$ cat src/rtl/p2p_cfg_regs_if.sv
// -----------------------------------------------------------------------------
// p2p_cfg_regs_if
// AXI-lite register-access bundle for p2p_cfg_regs.
//   Write address : awvalid, awready, awaddr[ADDR_WIDTH]
//   Write data    : wvalid, wready, wdata[32] (no strobes, all bytes written)
//   Write resp    : bvalid, bready (response is always OKAY, no resp field)
//   Read address  : arvalid, arready, araddr[ADDR_WIDTH]
//   Read data     : rvalid, rready, rdata[32]
// Modports: master (bus initiator), slave (register block).
// -----------------------------------------------------------------------------
interface p2p_cfg_regs_if #(
    parameter int ADDR_WIDTH = 12
) ();
    logic                  awvalid;
    logic                  awready;
    logic [ADDR_WIDTH-1:0] awaddr;
    logic                  wvalid;
    logic                  wready;
    logic [31:0]           wdata;
    logic                  bvalid;
    logic                  bready;
    logic                  arvalid;
    logic                  arready;
    logic [ADDR_WIDTH-1:0] araddr;
    logic                  rvalid;
    logic                  rready;
    logic [31:0]           rdata;

    modport master (
        output awvalid, awaddr, wvalid, wdata, bready, arvalid, araddr, rready,
        input  awready, wready, bvalid, arready, rvalid, rdata
    );

    modport slave (
        input  awvalid, awaddr, wvalid, wdata, bready, arvalid, araddr, rready,
        output awready, wready, bvalid, arready, rvalid, rdata
    );
endinterface

$ cat src/rtl/p2p_cfg_regs.sv
// -----------------------------------------------------------------------------
// p2p_cfg_regs
// AXI-lite configuration/statistics block for a packet filter.
//   axil_aclk  : sole clock, rising edge
//   axil_rst   : synchronous active-high reset
//   s_axil     : AXI-lite slave port (p2p_cfg_regs_if.slave)
//   pkt_valid  : one packet classified this cycle
//   pkt_drop   : packet dropped (qualified by pkt_valid)
//   rule_hit   : per-rule match (qualified by pkt_valid)
//   rule_cfg   : active rules, rule r at [r*192+:192] = {ipv4, ipv6[127:0], port}
//   rule_en    : active per-rule enable
// Word map: rule r at words r*8+0..7 (ipv4, ipv6 hi..lo, port, ctrl, hit count),
// 0x100 total, 0x101 dropped, 0x102 commit, 0x103 clear (bit0 clears counters).
// Optional build macro P2P_CFG_SHADOW_COMMIT_EN: rule/ctrl writes land in a
// shadow copy, reads see the shadow, and a commit write copies it atomically.
// -----------------------------------------------------------------------------
module p2p_cfg_regs #(
    parameter int NUM_RULES  = 2,
    parameter int CNT_WIDTH  = 32,
    parameter int ADDR_WIDTH = 12
) (
    input  logic                     axil_aclk,
    input  logic                     axil_rst,
    p2p_cfg_regs_if.slave            s_axil,
    input  logic                     pkt_valid,
    input  logic                     pkt_drop,
    input  logic [NUM_RULES-1:0]     rule_hit,
    output logic [NUM_RULES*192-1:0] rule_cfg,
    output logic [NUM_RULES-1:0]     rule_en
);
    localparam logic [31:0]          BAD_RD   = 32'hDEAD_BEEF;
    localparam logic [31:0]          W_TOTAL  = 32'h0000_0100;
    localparam logic [31:0]          W_DROP   = 32'h0000_0101;
    localparam logic [31:0]          W_COMMIT = 32'h0000_0102;
    localparam logic [31:0]          W_CLEAR  = 32'h0000_0103;
    localparam logic [CNT_WIDTH-1:0] CNT_MAX  = {CNT_WIDTH{1'b1}};
    localparam logic [CNT_WIDTH-1:0] CNT_ONE  = {{(CNT_WIDTH-1){1'b0}}, 1'b1};

    // Slot 5 holds ipv4 and slot 0 holds port, so the packed rule word reads
    // {ipv4, ipv6[127:96] .. ipv6[31:0], port} from MSB down; field f -> slot 5-f.
    typedef logic [5:0][31:0] rule_words_t;

    rule_words_t [NUM_RULES-1:0]          cfg_q, cfg_d;
    logic [NUM_RULES-1:0]                 en_q, en_d;
`ifdef P2P_CFG_SHADOW_COMMIT_EN
    rule_words_t [NUM_RULES-1:0]          sh_cfg_q, sh_cfg_d;
    logic [NUM_RULES-1:0]                 sh_en_q, sh_en_d;
`endif
    logic [NUM_RULES-1:0][CNT_WIDTH-1:0]  hit_cnt_q, hit_cnt_d;
    logic [CNT_WIDTH-1:0]                 total_cnt_q, total_cnt_d;
    logic [CNT_WIDTH-1:0]                 drop_cnt_q, drop_cnt_d;
    logic                                 bvalid_q, bvalid_d;
    logic                                 rvalid_q, rvalid_d;
    logic [31:0]                          rdata_q, rdata_d;

    logic        wr_fire_s;
    logic        rd_fire_s;
    logic [31:0] aw_word_s;
    logic [31:0] ar_word_s;
    logic [31:0] rd_val_s;
    logic        unused_s;

    function automatic logic [CNT_WIDTH-1:0] sat_inc(input logic [CNT_WIDTH-1:0] v);
        return (v == CNT_MAX) ? v : v + CNT_ONE;
    endfunction

    // Byte-lane bits are ignored by design.
    assign unused_s = ^{s_axil.awaddr[1:0], s_axil.araddr[1:0]};

    // Handshakes are combinational so ready coincides with the accepting cycle.
    assign s_axil.awready = wr_fire_s;
    assign s_axil.wready  = wr_fire_s;
    assign s_axil.arready = rd_fire_s;
    assign s_axil.bvalid  = bvalid_q;
    assign s_axil.rvalid  = rvalid_q;
    assign s_axil.rdata   = rdata_q;
    assign rule_cfg       = cfg_q;
    assign rule_en        = en_q;

    // Next-state for registers, counters and the two response channels.
    always_comb begin
        wr_fire_s   = s_axil.awvalid & s_axil.wvalid & ~bvalid_q & ~axil_rst;
        rd_fire_s   = s_axil.arvalid & ~rvalid_q & ~axil_rst;
        aw_word_s   = 32'(s_axil.awaddr[ADDR_WIDTH-1:2]);
        ar_word_s   = 32'(s_axil.araddr[ADDR_WIDTH-1:2]);
        cfg_d       = cfg_q;
        en_d        = en_q;
`ifdef P2P_CFG_SHADOW_COMMIT_EN
        sh_cfg_d    = sh_cfg_q;
        sh_en_d     = sh_en_q;
`endif
        total_cnt_d = pkt_valid ? sat_inc(total_cnt_q) : total_cnt_q;
        drop_cnt_d  = (pkt_valid && pkt_drop) ? sat_inc(drop_cnt_q) : drop_cnt_q;
        for (int r = 0; r < NUM_RULES; r++) begin
            hit_cnt_d[r] = (pkt_valid && rule_hit[r]) ? sat_inc(hit_cnt_q[r]) : hit_cnt_q[r];
        end

        // Read data is sampled from current state: pre-write and pre-increment.
        rd_val_s = BAD_RD;
        if (ar_word_s < W_TOTAL) begin
            for (int r = 0; r < NUM_RULES; r++) begin
                if (ar_word_s[7:3] == r[4:0]) begin
                    case (ar_word_s[2:0])
`ifdef P2P_CFG_SHADOW_COMMIT_EN
                        3'd6:    rd_val_s = {31'd0, sh_en_q[r]};
                        3'd7:    rd_val_s = 32'(hit_cnt_q[r]);
                        default: rd_val_s = sh_cfg_q[r][3'd5 - ar_word_s[2:0]];
`else
                        3'd6:    rd_val_s = {31'd0, en_q[r]};
                        3'd7:    rd_val_s = 32'(hit_cnt_q[r]);
                        default: rd_val_s = cfg_q[r][3'd5 - ar_word_s[2:0]];
`endif
                    endcase
                end else begin
                    rd_val_s = rd_val_s;
                end
            end
        end else begin
            case (ar_word_s)
                W_TOTAL:  rd_val_s = 32'(total_cnt_q);
                W_DROP:   rd_val_s = 32'(drop_cnt_q);
                W_COMMIT: rd_val_s = 32'd0;
                W_CLEAR:  rd_val_s = 32'd0;
                default:  rd_val_s = BAD_RD;
            endcase
        end

        if (wr_fire_s && (aw_word_s < W_TOTAL)) begin
            for (int r = 0; r < NUM_RULES; r++) begin
                if (aw_word_s[7:3] == r[4:0]) begin
                    case (aw_word_s[2:0])
`ifdef P2P_CFG_SHADOW_COMMIT_EN
                        3'd6:    sh_en_d[r] = s_axil.wdata[0];
                        3'd7:    begin end
                        default: sh_cfg_d[r][3'd5 - aw_word_s[2:0]] = s_axil.wdata;
`else
                        3'd6:    en_d[r] = s_axil.wdata[0];
                        3'd7:    begin end
                        default: cfg_d[r][3'd5 - aw_word_s[2:0]] = s_axil.wdata;
`endif
                    endcase
                end else begin
                    en_d = en_d;
                end
            end
        end else if (wr_fire_s && (aw_word_s == W_CLEAR) && s_axil.wdata[0]) begin
            // Clear overrides any increment landing in the same cycle.
            hit_cnt_d   = '0;
            total_cnt_d = '0;
            drop_cnt_d  = '0;
        end else if (wr_fire_s && (aw_word_s == W_COMMIT) && s_axil.wdata[0]) begin
`ifdef P2P_CFG_SHADOW_COMMIT_EN
            cfg_d = sh_cfg_q;
            en_d  = sh_en_q;
`else
            cfg_d = cfg_q;
`endif
        end else begin
            cfg_d = cfg_d;
        end

        bvalid_d = wr_fire_s ? 1'b1 : (bvalid_q & ~s_axil.bready ? 1'b1 : 1'b0);
        rvalid_d = rd_fire_s ? 1'b1 : (rvalid_q & ~s_axil.rready ? 1'b1 : 1'b0);
        rdata_d  = rd_fire_s ? rd_val_s : rdata_q;
    end

    // State registers with synchronous reset; reset also abandons open responses.
    always_ff @(posedge axil_aclk) begin
        if (axil_rst) begin
            cfg_q       <= '0;
            en_q        <= '0;
`ifdef P2P_CFG_SHADOW_COMMIT_EN
            sh_cfg_q    <= '0;
            sh_en_q     <= '0;
`endif
            hit_cnt_q   <= '0;
            total_cnt_q <= '0;
            drop_cnt_q  <= '0;
            bvalid_q    <= 1'b0;
            rvalid_q    <= 1'b0;
            rdata_q     <= 32'd0;
        end else begin
            cfg_q       <= cfg_d;
            en_q        <= en_d;
`ifdef P2P_CFG_SHADOW_COMMIT_EN
            sh_cfg_q    <= sh_cfg_d;
            sh_en_q     <= sh_en_d;
`endif
            hit_cnt_q   <= hit_cnt_d;
            total_cnt_q <= total_cnt_d;
            drop_cnt_q  <= drop_cnt_d;
            bvalid_q    <= bvalid_d;
            rvalid_q    <= rvalid_d;
            rdata_q     <= rdata_d;
        end
    end
endmodule
$ cat src/flat_wrapper.sv
// flat-port wrapper written by rule: the top's interface ports become plain ports
module p2p_cfg_regs_flat 
#(
    parameter int NUM_RULES  = 2,
    parameter int CNT_WIDTH  = 32,
    parameter int ADDR_WIDTH = 12
)
  (axil_aclk, axil_rst, pkt_valid, pkt_drop, rule_hit, rule_cfg, rule_en, s_axil_awvalid, s_axil_awaddr, s_axil_wvalid, s_axil_wdata, s_axil_bready, s_axil_arvalid, s_axil_araddr, s_axil_rready, s_axil_awready, s_axil_wready, s_axil_bvalid, s_axil_arready, s_axil_rvalid, s_axil_rdata);
  p2p_cfg_regs_if #(.ADDR_WIDTH(ADDR_WIDTH)) s_axil_i ();
  input  logic axil_aclk;
  input  logic axil_rst;
  input  logic pkt_valid;
  input  logic pkt_drop;
  input  logic [NUM_RULES-1:0] rule_hit;
  output logic [NUM_RULES*192-1:0] rule_cfg;
  output logic [NUM_RULES-1:0] rule_en;
  input wire logic [$bits(s_axil_i.awvalid)-1:0] s_axil_awvalid;
  input wire logic [$bits(s_axil_i.awaddr)-1:0] s_axil_awaddr;
  input wire logic [$bits(s_axil_i.wvalid)-1:0] s_axil_wvalid;
  input wire logic [$bits(s_axil_i.wdata)-1:0] s_axil_wdata;
  input wire logic [$bits(s_axil_i.bready)-1:0] s_axil_bready;
  input wire logic [$bits(s_axil_i.arvalid)-1:0] s_axil_arvalid;
  input wire logic [$bits(s_axil_i.araddr)-1:0] s_axil_araddr;
  input wire logic [$bits(s_axil_i.rready)-1:0] s_axil_rready;
  output wire logic [$bits(s_axil_i.awready)-1:0] s_axil_awready;
  output wire logic [$bits(s_axil_i.wready)-1:0] s_axil_wready;
  output wire logic [$bits(s_axil_i.bvalid)-1:0] s_axil_bvalid;
  output wire logic [$bits(s_axil_i.arready)-1:0] s_axil_arready;
  output wire logic [$bits(s_axil_i.rvalid)-1:0] s_axil_rvalid;
  output wire logic [$bits(s_axil_i.rdata)-1:0] s_axil_rdata;
  assign s_axil_i.awvalid = s_axil_awvalid;
  assign s_axil_i.awaddr = s_axil_awaddr;
  assign s_axil_i.wvalid = s_axil_wvalid;
  assign s_axil_i.wdata = s_axil_wdata;
  assign s_axil_i.bready = s_axil_bready;
  assign s_axil_i.arvalid = s_axil_arvalid;
  assign s_axil_i.araddr = s_axil_araddr;
  assign s_axil_i.rready = s_axil_rready;
  assign s_axil_awready = s_axil_i.awready;
  assign s_axil_wready = s_axil_i.wready;
  assign s_axil_bvalid = s_axil_i.bvalid;
  assign s_axil_arready = s_axil_i.arready;
  assign s_axil_rvalid = s_axil_i.rvalid;
  assign s_axil_rdata = s_axil_i.rdata;
  p2p_cfg_regs #(.NUM_RULES(NUM_RULES), .CNT_WIDTH(CNT_WIDTH), .ADDR_WIDTH(ADDR_WIDTH)) u_core (.axil_aclk(axil_aclk), .axil_rst(axil_rst), .s_axil(s_axil_i), .pkt_valid(pkt_valid), .pkt_drop(pkt_drop), .rule_hit(rule_hit), .rule_cfg(rule_cfg), .rule_en(rule_en));
endmodule
$ cat config.mk
export PLATFORM = sky130hd
export DESIGN_NAME = p2p_cfg_regs_flat
export DESIGN_NICKNAME = d
export VERILOG_FILES = /design/src/rtl/p2p_cfg_regs_if.sv /design/src/rtl/p2p_cfg_regs.sv /design/src/flat_wrapper.sv
export SDC_FILE = /design/constraint.sdc
export NUM_CORES = 1
export LEC_CHECK = 0
export BUFFER_PORTS_ARGS = -buffer_cell sky130_fd_sc_hd__buf_2
export CAP_MARGIN = 20
export CORE_MARGIN = 1.5
export CORE_UTILIZATION = 30
export DETAILED_ROUTE_END_ITERATION = 7
export GPL_ROUTABILITY_DRIVEN = 0
export PLACE_DENSITY = 0.58
export SYNTH_ARGS = -nofsm -noshare
export SYNTH_HDL_FRONTEND = slang
export SYNTH_SLANG_ARGS = --single-unit
$ cat constraint.sdc
create_clock -name axil_aclk -period 3.35 [get_ports axil_aclk]
set_input_delay 0.67 -clock axil_aclk [delete_from_list [all_inputs] [get_ports axil_aclk]]
set_output_delay 0.67 -clock axil_aclk [all_outputs]
set_load 0.03 [all_outputs]
After elaboration in Yosys (flattened, before gate mapping)
Cells that the tools add are included.

word-level totals
  flip-flop bits (word level) = 548
  input port bits = 67
  output and inout port bits = 423
  word-level logic and storage cells = 107

operators by class
  add/subtract/negate cells = 6
  order comparisons = 5
  equal/unequal tests = 15
  mux-type cells = 32
  bitwise gates (word level) = 13
  reductions and logical operators = 15

operators with widths
  cell                     number
  $mux W32                 18
  $bwmux W192              2
  $bmux W32 S3             2
  $add A32 B1 Y32 const B  4
  $eq A32 B32 Y1 const B   4
  $mux W64                 2
  $pmux W32 S2             2
  $demux W32 S3            1
  $pmux W32 S3             1
  $eq A10 B9 Y1 const B    5
  $lt A10 B9 Y1 const B    2
  $eq A3 B3 Y1 const B     4
  $reduce_and A3 Y1        4
  $eq A5 B1 Y1 const B     2
  $logic_not A5 Y1         2
  $lt A3 B4 Y1 const B     2
  $and A1 B1 Y1            7
  $logic_and A1 B1 Y1      7
  $not A1 Y1               6
  $sub A3 B3 Y3 const A    2
  $mux W1                  4
  $reduce_or A2 Y1         2
  $ge A3 B1 Y1 const B     1

Depth between registers and ports, before layout
Gate-level depths: netlist (run 1).

  word-level depth = 7
  mapped depth = 13

Worst setup path before layout (run 1)
Ideal clock, no wire load.

  kind = input -> register
  start = input port s_axil_araddr[3]
  end = register u_core.rdata_q[18], in the netlist u_core.s_axil.rdata[18]
  setup time = 135 ps
  arrival = 3078 ps
  path slack = 138 ps
  stages on the path = 12
  path buffers = 5
  path through = buf_2 -> inv_1 -> clkbuf_1 -> clkbuf_1 -> ha_1 -> nor2b_1 -> o211ai_1 -> a211o_1 -> buf_2 -> buf_2 -> a221oi_1 -> a211oi_1

on the way
  word-level cells in the longest chain between the ends = 7
  elaborated cells between the ends (all ways) = 19
  those cells by class = add/sub (1); order compare (1); eq/ne (6); mux (10); reduce/logical (1)

RTL lines
  element                         RTL line             RTL
  start, declared                 flat_wrapper.sv:23   input wire logic [$bits(s_axil_i.araddr)-1:0] s_axil_araddr;
  $sub A3 B3 Y3                   p2p_cfg_regs.sv:111  default: rd_val_s = cfg_q[r][3'd5 - ar_word_s[2:0]];
  $bmux W32 S3                    p2p_cfg_regs.sv:111
  $mux W32 (implied by the code)  p2p_cfg_regs.sv:111
  $pmux W32 S2                    p2p_cfg_regs.sv:103  case (ar_word_s[2:0])
  $mux W32 (2 in a row)           p2p_cfg_regs.sv:102  if (ar_word_s[7:3] == r[4:0]) begin
  $mux W32 *                      p2p_cfg_regs.sv:100  if (ar_word_s < W_TOTAL) begin
  end signal, assigned            p2p_cfg_regs.sv:194  rdata_q <= rdata_d;
  end, declared                   p2p_cfg_regs.sv:54   logic [31:0] rdata_q, rdata_d;

Every way passes the cells marked *; elsewhere a longest branch is shown, timed or not. The select of a mux whose other input is x is not followed.
A chain may end at the register's enable or synchronous reset.

Worst setup path in the final report (run 1)
  start = input port s_axil_araddr[3]
  end = register u_core.rdata_q[5], in the netlist u_core.s_axil.rdata[5]

Same word-level chain as after synthesis.

==> out/metrics.cfg, run 1 <==
[clock_tree]
cts_max_level=3
path_clk_slew_ns=0.06
cts_tree=built
cts_buffers=66
cts_resized=0
cts_buffer_depth=3
post_cts_buffers=0
clock-sinks=548
cts-root-buf=clkbuf_16
cts_hold_buf=0
clock_latency_ns=0.64

[place]
placed_area_um2=30300
placedCellCount=4752
numPortBuffers=485
place_hpwl_um=88900

[synthesis]
netlist_area_um2=26400
netlist_top_cells_area=dfxtp_1 42%, nand2_1 13%, a21oi_1 8.9%
synth_fp_nets=3335
async_reset_ff_share_pct=0
synth_area_leader_cell=dfxtp_1
ys_seq_area_share_pct=41.5
synth_ff_type=dfxtp_1
synth_edf_count=0
synth_top_area_share_pct=41.5
synthTopCellsByCount=886 x nand2_1, 548 x dfxtp_1, 468 x a21oi_1
ys_types=84
synth_warnings=0
synth_most_common_cell=nand2_1
synthCells=3263
ys_ff_latch=548
syn-mean-instance-area_um2=8.09

[global_route]
gr-usage-all-layers_pct=25.9
grt_max_degree=177
grt_pass1_wl_um=173000
gr-total-overflow=0
grt_pass1_vias=24800
antenna_found_initial=14

[timing]
hold_viol=0
min_period_ns=2.57
skew_ns=0.0305
finalSetupViolCount=0
fmax_mhz=389
setup_tns_ns=0
drv_slew=0
rsz0062_at_grt=no
worst_slew_pin_slew_ns=1.11
relSlewSlack_pct=26.3
finalCritPeriodShare_pct=76.7

[die]
die_h_um=300
num_rows=108
io_pins=490
initial_utilization_pct=30.3
die_area_um2=89800
core_area_um2=87000
die_w_um=300

[final_layout]
nets=3739
layout-drive-gt1-share_pct=22.7
final_cells=4872
fillerInstances=9119
multiInputGateArea_um2=14000
fin_util_pct=37.3
layout.area.seq_um2=11000
fin_area_um2=32400
syn_to_final_growth_pct=22.8

[worst_hold_path]
holdCritStartpoint=s_axil_bready
min_path_cells=4
hold_path_end=u_core.s_axil.bvalid
worstHoldPathType=in -> reg

[critical_path]
worstReg2RegEnd=u_core.hit_cnt_q[16]
reg2reg_from=u_core.hit_cnt_q[0]
critPathMaxFanout=39
r2r_setup_slack_ns=0.86
path_class=in -> reg
required_ns=3.87
crit_arrival_ns=3.09
worstSetupStartpointType=input pin
cp-end-kind=register
r2r.worst_path.cells=6

[detailed_routing]
wire_per_inst_um=24.9
viasPerCell=5.58
drc=0
drt-initial-drc-count=2903
firstDrtPassIters=6
routed_wirelength_um=121000
ant_nets=0
vias=27200

[power]
p_seq_share_pct=44.5
intPower_uw=11000
swShare_pct=25.9
ir_drop_v=0.000346
p_leak_uw=0.0117
p_switching_uw=3840
powerDensity_nw_per_um2=456
pwr-share-comb_pct=6.8
pwr-share-clk_pct=48.7

[outcome]
status=complete, no violations

[job]
drv_cap=0

## metrics by stage
step	total power [µW]	setup WS, ns	hold WS, ns
floorplan	7280	0.138	0.456
global placement	7720	0.169	0.446
detailed placement	7730	0.152	0.451
CTS	14900	0.521	0.287
global route	15200	0.682	0.316
finish	14800	0.781	0.306
## cell type report
class / instances / share of cell area [%]
inverter: 34 / 0.394
clock buffer: 95 / 5.83
timing repair buffer: 625 / 11.6
sequential: 548 / 33.8
tap: 1155 / 4.46
antenna: 3 / 0.0232
clock inverter: 20 / 0.745
multi-input combinational: 2392 / 43.1
## cells in the final DEF (no fill, tap or decap), types with 51 or more instances in the layout
| cell type | instances |
|---|---|
| buf_4 | 119 |
| nand2_1 | 886 |
| a21oi_1 | 467 |
| or4_1 | 62 |
| mux2i_1 | 55 |
| buf_2 | 483 |
| dfxtp_1 | 548 |
| clkbuf_16 | 66 |
| nor2_1 | 96 |
| or3_1 | 51 |
| mux4_2 | 53 |
| o21ai_0 | 62 |
| nand3_1 | 82 |
## state kept, by name (all words and copies together) (netlist names)
register,count
u_core.total_cnt_q,32
u_core.s_axil.rvalid,1
u_core.drop_cnt_q,32
u_core.rule_en,2
u_core.s_axil.rdata,32
u_core.hit_cnt_q,64
u_core.s_axil.bvalid,1
u_core.rule_cfg,384
## kinds of logic (layout without fill, tap and decap cells)
logic type,after synthesis,in the layout,synth area share (%)
adders and majority gates,5,5,0.237
buffers and inverters,323,774,5.79
DFF,548,548,41.5
xor gates and xnor gates,6,6,0.199
and+or+nand+nor,1402,1402,25.3
muxes,119,119,7.07
other,0,3,0
AOI/OAI and AO/OA,860,860,19.9
## how the worst max path moves through the flow
stage          slack [ns]                 start                       to  cells past startpoint
2_1_floorplan        0.14      s_axil_araddr[3]  u_core.s_axil.rdata[18]                     12
3_3_place_gp         0.17      s_axil_araddr[3]   u_core.s_axil.rdata[5]                     10
3_5_place_dp         0.15      s_axil_araddr[3]   u_core.s_axil.rdata[5]                     10
5_1_grt              0.68      s_axil_araddr[3]   u_core.s_axil.rdata[5]                     10
6_report             0.78      s_axil_araddr[3]   u_core.s_axil.rdata[5]                     10
4_1_cts              0.52  u_core.hit_cnt_q[32]     u_core.hit_cnt_q[61]                      7
## worst max-delay path, cell delays in order
cell and delay (ns):
buf_2 0.11, inv_1 0.12, ha_4 0.52, and4bb_2 0.32, buf_12 0.24, a211oi_1 0.13
a32oi_1 0.19, o221ai_1 0.30, buf_4 0.25, a211oi_1 0.20
## power groups by stage
stage	registers (µW)	clock network [µW]	logic [µW]
2_1_floorplan	6800	0	482
3_3_place_gp	6730	0	990
3_5_place_dp	6730	0	991
4_1_cts	6590	7290	992
5_1_grt	6590	7560	1050
6_report	6590	7200	1000
## routing by layer
layer	vias up	share of wire (%)	GRT usage, %
met2	1307	45	40.9
li1	12500	-	-
met5	-	0.072	0
met1	13200	42	34.3
met3	241	9.7	6.88
met4	12	3.3	8.33
Note: power is estimated with default switching activity, not from simulation.
==> inputs of run 2 (changes only) <==
--- a/config.mk
+++ b/config.mk
@@ -11,7 +11,7 @@
 export CORE_UTILIZATION = 30
 export DETAILED_ROUTE_END_ITERATION = 7
 export GPL_ROUTABILITY_DRIVEN = 0
-export PLACE_DENSITY = 0.58
+export PLACE_DENSITY = 0.56
 export SYNTH_ARGS = -nofsm -noshare
 export SYNTH_HDL_FRONTEND = slang
 export SYNTH_SLANG_ARGS = --single-unit
==> constraint.sdc (replaced) <==
create_clock -name axil_aclk -period 2.6 [get_ports axil_aclk]
set_input_delay 0.52 -clock axil_aclk [delete_from_list [all_inputs] [get_ports axil_aclk]]
set_output_delay 0.52 -clock axil_aclk [all_outputs]
set_load 0.03 [all_outputs]
==> run 2 against run 1 <==
  * Sequential share of layout area shrank 0.99 points
  * Cell count grew 1.7%
  * Via count grew 2.3%
  * Hold slack lost 0.16 ns
  * Combinational power grew 37%
  * Clock power grew 30%
  * Clock-buffer cell count shrank 3
  * Power grew 30%
  * Final area grew 3.0%
  * Largest cell class unchanged
  * Clock skew shrank 0.0038 ns
  * Utilization grew 1.1 points
  * Die area is the same
==> out/metrics.cfg, run 2 (synthesis results as in run 1) <==
[detailed_routing]
ant_nets=0
drc=0
routed_wirelength_um=124000
firstDrtPassIters=6
viasPerCell=5.61
wire_per_inst_um=25.1
drt-initial-drc-count=3280
vias=27800

[critical_path]
cp-end-kind=register
crit_path_max_incr_delay_ns=0.62
crit_arrival_ns=2.88
crit_family=compound AO/OA/AOI/OAI gates
critPathBufInv=1
crit_chain=ha_1, nand2_1, or4_1, o31ai_4, buf_4, o31ai_1, a21oi_1
worstSetupStartpointType=register
crit_path_start=u_core.hit_cnt_q[33]
required_ns=3.15
path_class=reg -> reg
cp_slowest_cell=o31ai_4
reg2reg_from=u_core.hit_cnt_q[33]
critPathMaxFanout=17

[global_route]
grt_pass1_wl_um=178000
grt_pass1_vias=25300
grt_max_degree=110
gr-total-overflow=0
gr-usage-all-layers_pct=26.6
antenna_found_initial=8

[place]
place_ws_ns=-0.185
numPortBuffers=485
place_hpwl_um=91400

[clock_tree]
post_cts_buffers=0
clock_latency_ns=0.64
clock-sinks=548
cts-root-buf=clkbuf_16
cts_buffer_depth=3
cts_max_level=3
cts_tree=built
cts_buffers=66
path_clk_slew_ns=0.06

[die]
initial_utilization_pct=30.3
num_rows=108
die_w_um=300
die_h_um=300
core_area_um2=87000
io_pins=490
die_area_um2=89800

[final_layout]
fillerInstances=9012
syn_to_final_growth_pct=26.5
nets=3819
fin_util_pct=38.4
layout_commonest_cell=nand2_1
layout-drive-gt1-share_pct=24.6
largest_register_ffs=384
final_cell_mix=886 x nand2_1, 548 x dfxtp_1, 482 x buf_2

[timing]
drv_slew=0
relSlewSlack_pct=46.6
hold_viol=0
skew_ns=0.0266
finalSetupViolCount=0
worst_slew_pin_slew_ns=0.800
min_period_ns=2.34
rsz0062_at_grt=no
finalCritPeriodShare_pct=89.8
fmax_mhz=428
setup_tns_ns=0
worst_slack_ns=0.265

[power]
powerDensity_nw_per_um2=576
ir_drop_v=0.000454
p_leak_uw=0.0122

[outcome]
status=complete, no violations

[worst_hold_path]
holdCritStartpoint=s_axil_bready
worstHoldPathType=in -> reg

[job]
drv_cap=0

## run 2: cell types whose count changed in the layout (fill, tap and decap cells not counted), moves of 2 or more
cell / before / now
inv_6: 3 / 0
clkinv_4: 0 / 2
clkinvlp_4: 1 / 4
diode_2: 3 / 6
nor2b_1: 8 / 6
clkbuf_8: 13 / 11
clkbuf_1: 16 / 14
buf_12: 21 / 46
buf_4: 119 / 175
## run 2: power breakdown
part | total, µW | internal, µW | switching [µW]
clock | 9360 | 5320 | 4030
sequential | 8500 | 8450 | 49.6
combinational | 1370 | 410 | 962
total | 19200 | 14200 | 5050
## run 2: path summary, 6_finish.rpt
| kind | endpoint | cells after the start | slack (ns) |
|---|---|---|---|
| worst max-delay path | u_core.hit_cnt_q[55] | 7 | 0.26 |
| worst min-delay path | u_core.s_axil.bvalid | 4 | 0.15 |
| worst max register to register | u_core.hit_cnt_q[55] | 7 | 0.26 |
| worst min register to register | u_core.rule_cfg[62] | 2 | 0.46 |
## run 2: worst min-delay path: stages
cell and delay, ns:
buf_2 0.08, nor2_1 0.03, nand2_1 0.06, nand2_1 0.05
## run 2: routing by layer
metal	up-vias	global-route usage, %	routed length, µm
li1	12600	-	-
met1	13500	35.3	51600
met2	1386	42.2	56400
met3	217	6.27	11800
met4	4	9.14	4420
met5	-	0	29
## run 2: layout make-up
class	count	area, µm²	share of cell area [%]
diodes	6	15.0	0.0450
clock buffers	92	1880	5.63
well taps	1155	1450	4.33
inverters	34	128	0.382
clock inverters	24	277	0.828
multi-input cells	2392	14000	41.9
flip-flops and latches	548	11000	32.9
repair buffers	705	4670	14.0
## run 2: through the flow
| stage | total power [µW] | std cells | hold WS, ns | cell area, µm² |
|---|---|---|---|---|
| 3_5_place_dp | 10000 | 4834 | 0.454 | 31200 |
| 3_3_place_gp | 10000 | 4834 | 0.445 | 31200 |
| 6_report | 19200 | 4956 | 0.147 | 33400 |
| 4_1_cts | 19300 | 4950 | 0.124 | 33400 |
| 2_1_floorplan | 9390 | 3263 | 0.456 | 26500 |
| 5_1_grt | 19700 | 4953 | 0.159 | 33400 |
## run 2: timing repair
action                     4_1_cts  5_1_grt
resized for setup                1        0
setup endpoints to repair        4        0
hold buffers                     0        0
